File: src/rtl/card_dealer_if.sv
// Request/load bundle between a card requester, the dealer and the hand register.
// The master side issues deal/new-hand requests; the slave side (card_dealer)
// drives the hand-register load port and the status flags.
interface card_dealer_if;
  logic       deal;       // request one card
  logic       new_hand;   // request a hand clear
  logic [3:0] d;          // card code 0..12 for the hand register
  logic [1:0] pos;        // target slot for d
  logic       ld;         // one-cycle load strobe
  logic       hand_clr;   // one-cycle clear strobe
  logic [2:0] cards;      // cards loaded into the current hand, 0..4
  logic       hand_full;  // cards == 4
  logic       busy;       // dealer is not idle
  logic       deny;       // deal refused, hand already full

  modport master (
    output deal, new_hand,
    input  d, pos, ld, hand_clr, cards, hand_full, busy, deny
  );

  modport slave (
    input  deal, new_hand,
    output d, pos, ld, hand_clr, cards, hand_full, busy, deny
  );
endinterface

File: src/rtl/card_dealer.sv
// Random card source for the blackjack datapath.
// Draws rank codes 0..12 from a free-running 16-bit Fibonacci LFSR with bounded
// rejection sampling, loads them into successive slots of the hand register,
// clears the hand on request and refuses deals once four cards are held.
module card_dealer #(
  parameter logic [15:0] LFSR_SEED = 16'hACE1,
  parameter int          MAX_TRIES = 8
) (
  input  logic         i_clk,
  input  logic         i_rst,
  card_dealer_if.slave deal_bus
);

  // An all-zero LFSR would lock up, so a zero seed is replaced.
  localparam logic [15:0] SEED = (LFSR_SEED == 16'h0000) ? 16'h0001 : LFSR_SEED;
  localparam int          TW   = (MAX_TRIES > 1) ? $clog2(MAX_TRIES) : 1;
  localparam logic [TW-1:0] LAST_TRY = TW'(MAX_TRIES - 1);

  typedef enum logic [1:0] {
    S_CLEAR,
    S_IDLE,
    S_DRAW,
    S_LOAD
  } state_t;

  state_t        r_state;
  state_t        w_state_next;
  logic          r_live;      // low only between reset release and the first edge
  logic [15:0]   r_lfsr;
  logic [TW-1:0] r_tries;
  logic [3:0]    r_d;
  logic [1:0]    r_pos;
  logic [2:0]    r_cards;
  logic          r_deny;
  logic          w_deny_next;

  logic          w_fb;
  logic [3:0]    w_sample;
  logic          w_accept;
  logic          w_last_try;
  logic          w_full;

  assign w_fb       = r_lfsr[15] ^ r_lfsr[13] ^ r_lfsr[12] ^ r_lfsr[10];
  assign w_sample   = r_lfsr[3:0];
  assign w_accept   = (w_sample < 4'd13);
  assign w_last_try = (r_tries >= LAST_TRY);
  assign w_full     = (r_cards == 3'd4);

  // Next-state decode and the deny request; inputs are looked at only in IDLE.
  always_comb begin
    // NOTE: every always_comb output gets a default first so no path can infer a latch.
    w_state_next = r_state;
    w_deny_next  = 1'b0;
    case (r_state)
      // The reset state holds until the first edge after release so the clear
      // strobe lands in a full, visible cycle rather than inside reset.
      S_CLEAR: if (r_live) w_state_next = S_IDLE;
      S_IDLE: begin
        if (deal_bus.new_hand) begin
          w_state_next = S_CLEAR;
        end else if (deal_bus.deal) begin
          if (!w_full) w_state_next = S_DRAW;
          else         w_deny_next  = 1'b1;
        end
      end
      S_DRAW:  if (w_accept || w_last_try) w_state_next = S_LOAD;
      S_LOAD:  w_state_next = S_IDLE;
      default: w_state_next = S_CLEAR;
    endcase
  end

  // State register, liveness flag and the registered deny pulse.
  always_ff @(posedge i_clk or posedge i_rst) begin
    if (i_rst) begin
      // NOTE: sequential state uses non-blocking assignments so every flop samples pre-edge values.
      r_state <= S_CLEAR;
      r_live  <= 1'b0;
      r_deny  <= 1'b0;
    end else begin
      r_state <= w_state_next;
      r_live  <= 1'b1;
      r_deny  <= w_deny_next;
    end
  end

  // Free-running LFSR, frozen only while clearing the hand.
  always_ff @(posedge i_clk or posedge i_rst) begin
    if (i_rst)                  r_lfsr <= SEED;
    else if (r_state != S_CLEAR) r_lfsr <= {r_lfsr[14:0], w_fb};
  end

  // Try counter: restarted in IDLE, bumped on each rejected non-final sample.
  always_ff @(posedge i_clk or posedge i_rst) begin
    if (i_rst)                                               r_tries <= '0;
    else if (r_state == S_IDLE)                              r_tries <= '0;
    else if (r_state == S_DRAW && !w_accept && !w_last_try)  r_tries <= r_tries + TW'(1);
  end

  // Card and slot are captured on the edge entering LOAD and held until the next load.
  always_ff @(posedge i_clk or posedge i_rst) begin
    if (i_rst) begin
      r_d   <= 4'd0;
      r_pos <= 2'd0;
    end else if (r_state == S_DRAW && w_state_next == S_LOAD) begin
      // On the final try an out-of-range sample folds down to 0..2.
      r_d   <= w_accept ? w_sample : (w_sample - 4'd13);
      r_pos <= r_cards[1:0];
    end
  end

  // Card count: zeroed by CLEAR, incremented at the end of LOAD, saturating at 4.
  always_ff @(posedge i_clk or posedge i_rst) begin
    if (i_rst)                              r_cards <= 3'd0;
    else if (r_state == S_CLEAR)            r_cards <= 3'd0;
    else if (r_state == S_LOAD && !w_full)  r_cards <= r_cards + 3'd1;
  end

  assign deal_bus.d         = r_d;
  assign deal_bus.pos       = r_pos;
  assign deal_bus.ld        = (r_state == S_LOAD);
  assign deal_bus.hand_clr  = (r_state == S_CLEAR) && r_live;
  assign deal_bus.busy      = (r_state != S_IDLE) && r_live;
  assign deal_bus.deny      = r_deny;
  assign deal_bus.cards     = r_cards;
  assign deal_bus.hand_full = w_full;

endmodule

File: src/flat_wrapper.sv
// flat-port wrapper written by rule: the top's interface ports become plain ports
module card_dealer_flat 
#(
  parameter logic [15:0] LFSR_SEED = 16'hACE1,
  parameter int          MAX_TRIES = 8
)
  (i_clk, i_rst, deal_bus_deal, deal_bus_new_hand, deal_bus_d, deal_bus_pos, deal_bus_ld, deal_bus_hand_clr, deal_bus_cards, deal_bus_hand_full, deal_bus_busy, deal_bus_deny);
  card_dealer_if deal_bus_i ();
  input  logic i_clk;
  input  logic i_rst;
  input wire logic [$bits(deal_bus_i.deal)-1:0] deal_bus_deal;
  input wire logic [$bits(deal_bus_i.new_hand)-1:0] deal_bus_new_hand;
  output wire logic [$bits(deal_bus_i.d)-1:0] deal_bus_d;
  output wire logic [$bits(deal_bus_i.pos)-1:0] deal_bus_pos;
  output wire logic [$bits(deal_bus_i.ld)-1:0] deal_bus_ld;
  output wire logic [$bits(deal_bus_i.hand_clr)-1:0] deal_bus_hand_clr;
  output wire logic [$bits(deal_bus_i.cards)-1:0] deal_bus_cards;
  output wire logic [$bits(deal_bus_i.hand_full)-1:0] deal_bus_hand_full;
  output wire logic [$bits(deal_bus_i.busy)-1:0] deal_bus_busy;
  output wire logic [$bits(deal_bus_i.deny)-1:0] deal_bus_deny;
  assign deal_bus_i.deal = deal_bus_deal;
  assign deal_bus_i.new_hand = deal_bus_new_hand;
  assign deal_bus_d = deal_bus_i.d;
  assign deal_bus_pos = deal_bus_i.pos;
  assign deal_bus_ld = deal_bus_i.ld;
  assign deal_bus_hand_clr = deal_bus_i.hand_clr;
  assign deal_bus_cards = deal_bus_i.cards;
  assign deal_bus_hand_full = deal_bus_i.hand_full;
  assign deal_bus_busy = deal_bus_i.busy;
  assign deal_bus_deny = deal_bus_i.deny;
  card_dealer #(.LFSR_SEED(LFSR_SEED), .MAX_TRIES(MAX_TRIES)) u_core (.i_clk(i_clk), .i_rst(i_rst), .deal_bus(deal_bus_i));
endmodule
File: config.mk
export PLATFORM = sky130hd
export DESIGN_NAME = card_dealer_flat
export DESIGN_NICKNAME = d
export VERILOG_FILES = /design/src/rtl/card_dealer_if.sv /design/src/rtl/card_dealer.sv /design/src/flat_wrapper.sv
export SDC_FILE = /design/constraint.sdc
export NUM_CORES = 1
export LEC_CHECK = 0
export ABC_AREA = 1
export ABC_CLOCK_PERIOD_IN_PS = 1900
export CORE_MARGIN = 10
export CORE_UTILIZATION = 40
export CTS_BUF_LIST = sky130_fd_sc_hd__clkbuf_2
export DETAILED_ROUTE_END_ITERATION = 7
export SLEW_MARGIN = 20
export SYNTH_ARGS = -nofsm -noshare
export SYNTH_HDL_FRONTEND = slang
export SYNTH_SLANG_ARGS = --single-unit
export TNS_END_PERCENT = 100
File: constraint.sdc
create_clock -name i_clk -period 1.9 [get_ports i_clk]
set_input_delay 0.38 -clock i_clk [delete_from_list [all_inputs] [get_ports i_clk]]
set_output_delay 0.38 -clock i_clk [all_outputs]
set_load 0.01 [all_outputs]
Word level (Yosys, flattened, before mapping)
Index checks and enable logic that the tools add are counted.

word-level totals
  register bits = 32
  bits of input ports = 4
  output and inout port bits = 14
  word-level logic and storage cells = 51

cells by class
  add/sub/neg operators = 3
  $lt $le $gt $ge = 2
  eq/ne operators = 6
  muxes and demuxes = 15
  bitwise gates (word level) = 3
  reductions and logical operators = 14

operator list
  cell                                                                      number
  3-bit two-way mux                                                         4
  2-bit two-way mux                                                         5
  2-bit one-hot mux with 4 select lines                                     1
  3-bit by 1-bit adder with 3-bit output (second input constant)            2
  2-bit == test (second input constant)                                     3
  1-bit logical AND                                                         6
  2-bit nonzero test                                                        3
  4-bit less-than comparator (second input constant)                        1
  1-bit two-way mux                                                         4
  4-bit two-way mux                                                         1
  4-bit subtractor (second input constant)                                  1
  3-bit == test (second input constant)                                     1
  3-bit >= comparator (second input constant)                               1
  1-bit zero test                                                           3
  1-bit bitwise XOR                                                         3
  2-bit by 1-bit == test with 1-bit output (second input constant)          1
  2-bit zero test                                                           1
  2-bit by 1-bit inequality test with 1-bit output (second input constant)  1
  1-bit logical OR                                                          1

Longest topological paths before layout
  word-level depth = 7
  depth in mapped cells = 8
  depth with buffers taken out = 8

Worst setup path before layout
Ideal clock, no wire load.

  path type = register to register
  start point = register u_core.r_lfsr[0]
  end point = register u_core.r_d[0], in the netlist u_core.deal_bus.d[0]
  library setup time = 0.116 ns
  arrival = 1.273 ns
  required time = 1.784 ns
  slack = 0.511 ns
  stages on the path, launching flop included = 9
  buffers on the path = 0
  period minus slack after synthesis = 1.389 ns
  cell sequence = dfstp_2 -> inv_1 -> ha_1 -> nor2_2 -> nand3_2 -> nand2_4 -> inv_2 -> nand2_1 -> nand2_1

between the ends
  cells in the longest elaborated chain, start to end = 6
  elaborated cells on any way between the ends = 8
  those cells by class = 1 x add/sub; 1 x order compare; 1 x eq/ne; 3 x mux; 2 x reduce/logical

RTL lines
  element                                RTL line            text
  start: declaration                     card_dealer.sv:29   logic [15:0] r_lfsr;
  start signal: assignment               card_dealer.sv:89   else if (r_state != S_CLEAR) r_lfsr <= {r_lfsr[14:0], w_fb};
  4-bit less-than comparator             card_dealer.sv:45   assign w_accept = (w_sample < 4'd13);
  1-bit logical OR                       card_dealer.sv:66   S_DRAW: if (w_accept || w_last_try) w_state_next = S_LOAD;
  2-bit two-way mux                      card_dealer.sv:66
  2-bit one-hot mux with 4 select lines  card_dealer.sv:54   case (r_state)
  2-bit == test                          card_dealer.sv:104  end else if (r_state == S_DRAW && w_state_next == S_LOAD) begin
  1-bit logical AND                      card_dealer.sv:104
  end signal: assignment                 card_dealer.sv:106  r_d <= w_accept ? w_sample : (w_sample - 4'd13);
  end: declaration                       card_dealer.sv:31   logic [3:0] r_d;

Parallel ways exist; a longest one is shown, timed or not.
A chain may end at the register's enable or synchronous reset.

Worst setup path in the final report
  start point = register u_core.r_cards[0], in the netlist u_core.deal_bus.cards[0]
  end point = output deal_bus_cards[0]

RTL lines
  element                   RTL line            text
  start: declaration        card_dealer.sv:33   logic [2:0] r_cards;
  start signal: assignment  card_dealer.sv:115  else if (r_state == S_LOAD && !w_full) r_cards <= r_cards + 3'd1;
  end: declaration          flat_wrapper.sv:17  output wire logic [$bits(deal_bus_i.cards)-1:0] deal_bus_cards;

No word-level cell between the ends.

==> metrics <==
status=finished, final reports clean; gr usage total=9.510%; R2R depth=8; core area=3633 µm²; # diodes=0; CP Launch Point=u_core.deal_bus.cards[0]$_DFFE_PP0P_; crit end category=output pin; metal1 wirelength=between 1 and 1.5 mm; Top delay family on crit path=buffers and inverters; Post-Place Setup Slack=0.1784 ns; Peak Freq=570.4 MHz; minimum clock period=1.753 ns; Ports=18; Max Slew Vio Count=0; CTS clk-pin slew, worst paths=0.14 ns; final non-filler cell total=around 240; clock skew=0.01147 ns; first-pass GRT wire length=5.037 mm; Crit path depth=2; chip height=81.19 µm; clk sinks=32; RSZ-0062 raised after global routing=false; register bit total from synthesis=32; clk buf depth=2; worst path cell trace=buf_4, clkdlybuf4s50_1; final RePlAce weighted congestion=a little under 0.8; Worst Path Max Fanout=4; cts hold-fix bufs=0; CTS root buffer=clkbuf_2; CP max stage delay=0.53 ns; Arr. time, crit path=1.37 ns; synth-to-layout area growth=20.55%; DRT Wirelength=2.746 mm; commonest non-fill, non-tap cell in the layout=nand2_1; peak supply drop=0.0005096 V; commonest cells after routing, fill and taps aside=nand2_1, dfrtp_1, inv_1; WP data required=1.52 ns; Final #Nets=203; DPL Wire Length=2.051 mm; synth warn=0; final number of setup-violating endpoints=0; grt total ovfl=0; DRT antenna net count=0; DIE WIDTH=81.19 µm; Hold Violations, Final=0; Worst Path Buf+Inv=2; met2 WL post-DR=1.359 mm; Critical-path top delay cell=clkdlybuf4s50_1; FF-to-FF Start=u_core.r_lfsr[0]$_DFFE_PP1N_; worst skew pair latency=0.35 ns; Post-Synthesis Cells=approximately 170; placed cell count=between 200 and 250; die area=6592 µm²; routed length per instance=11.30 µm; Setup WS post-layout=about 0.15 ns; crit path kind=reg2out; Post-Syn Area=1498 µm²; DRC viols=0; number of global-route vias before repair=1182; via count=1122; setup slack, reg-to-reg=about 0.37 ns; port bufs=17; Seq/Total Area, Yosys=54.14%; post-synth net total=174; Rows=22; Synth Area per Inst=9.077 µm²; CTS H-tree depth=2; static leakage=0.8838 nW; Hold Crit Class=in2async; P per Cell Area=984.1 nW/µm²; initial antenna violation count=0; TritonCTS Buffers=5; TNS Setup=0 ns; max_cap viols=0; Reg-to-Reg End=u_core.deal_bus.d[3]$_DFFE_PP0P_; share of cells above drive strength 1=a little over a fifth; clock tree from TritonCTS=built; Initial Utilization=41.22%; Pwr Total=0.001777 W; period utilization=92.28%; Vias/cell=about 4.6; CP endpoint=deal_bus_cards[0]; wire length on met3=99 µm; largest net degree at the start of global routing=33; Startpoint Class=flop; Synth cell types=26; TritonRoute pass-1 iters=4; DR top layer=met4; DRT iter0 DRCs=between 50 and 60
-- cell usage after synthesis, drive strengths merged --
master,count,area (µm²)
nand2,54,210.2
dfrtp,24,600.6
inv,21,81.33
o21ai,20,122.6
nand3,12,65.06
dfstp,8,210.2
nor2,7,41.29
ha,5,62.56
buf,3,27.52
xnor2,3,26.28
xor2,2,17.52
a21oi,1,5.000
clkinv,1,3.750
conb,1,3.750
nand3b,1,7.510
nand4,1,6.260
o22ai,1,6.260
-- area by class of cell --
class	instances	area, µm²
Tap cell	48	60.06
Timing Repair Buffer	25	230.2
Inverter	22	85.08
Fill cell	358	1828
Clock buffer	8	40.04
Sequential cell	32	813.3
Multi-Input combinational cell	108	576.8
-- logic make-up after synthesis --
group                    count (synthesis)  synth area share (%)
AND/OR/NAND/NOR                         75                 22.06
flip-flops                              32                 54.14
buffers and inverters                   25                 7.518
AO/OA/AOI/OAI                           22                 8.938
XOR/XNOR                                 5                 2.925
adder cells (fa/ha/maj)                  5                 4.177
other                                    1                0.2504
-- report_power, final --
group | switching, W | leakage (nW) | internal (W)
registers | 0.0000461 | 0.409 | 0.000736
clock network | 0.000208 | 0.0332 | 0.000109
logic | 0.000419 | 0.441 | 0.000259
total | 0.000673 | 0.884 | 0.00110
-- state kept, by name (all words and copies together) (netlist names) --
register               cells
u_core.deal_bus.deny       1
u_core.deal_bus.pos        2
u_core.r_live              1
u_core.deal_bus.d          4
u_core.r_state             2
u_core.r_tries             3
u_core.deal_bus.cards      3
u_core.r_lfsr             16
-- per-stage QoR --
| step | utilization [%] | hold WS [ns] | cell area (µm²) |
|---|---|---|---|
| after floorplan | - | 0.4434 | 1498 |
| after global placement | 47.62 | 0.4543 | 1730 |
| after detailed placement | 47.62 | 0.4647 | 1730 |
| after CTS | 49.52 | 0.3906 | 1799 |
| after global routing | 49.69 | 0.3927 | 1805 |
| final | 49.69 | 0.4025 | 1805 |
-- worst min-delay path by stage --
stage / slack (ns) / depth (start not counted) / startpoint / endpoint
6_report: 0.40 / 3 / i_rst / u_core.deal_bus.cards[2]$_DFFE_PP0P_
5_1_grt: 0.39 / 3 / i_rst / u_core.deal_bus.cards[2]$_DFFE_PP0P_
4_1_cts: 0.39 / 3 / i_rst / u_core.deal_bus.cards[2]$_DFFE_PP0P_
3_5_place_dp: 0.46 / 2 / u_core.r_lfsr[0]$_DFFE_PP1N_ / u_core.r_lfsr[0]$_DFFE_PP1N_
3_3_place_gp: 0.45 / 2 / u_core.r_lfsr[14]$_DFFE_PP0N_ / u_core.r_lfsr[15]$_DFFE_PP1N_
2_1_floorplan: 0.44 / 2 / u_core.r_lfsr[14]$_DFFE_PP0N_ / u_core.r_lfsr[15]$_DFFE_PP1N_
-- tightest hold or removal path, delay by kind of cell --
family | cells | cell delay [ns]
buf+inv | 3 | 0.80
-- what timing repair did --
action,in CTS,in global routing
resized for setup,5,3
pin swaps,0,0
setup endpoints to repair,4,2
buffers inserted,4,0
-- metal layers --
| metal | vias up | global-route usage, % |
|---|---|---|
| met5 | - | 0 |
| met4 | 0 | 4.152 |
| met3 | 4 | 2.759 |
| met2 | 16 | 16.64 |
| met1 | 521 | 10.48 |
| li1 | 581 | - |
Power figures use the tool's default switching activity.
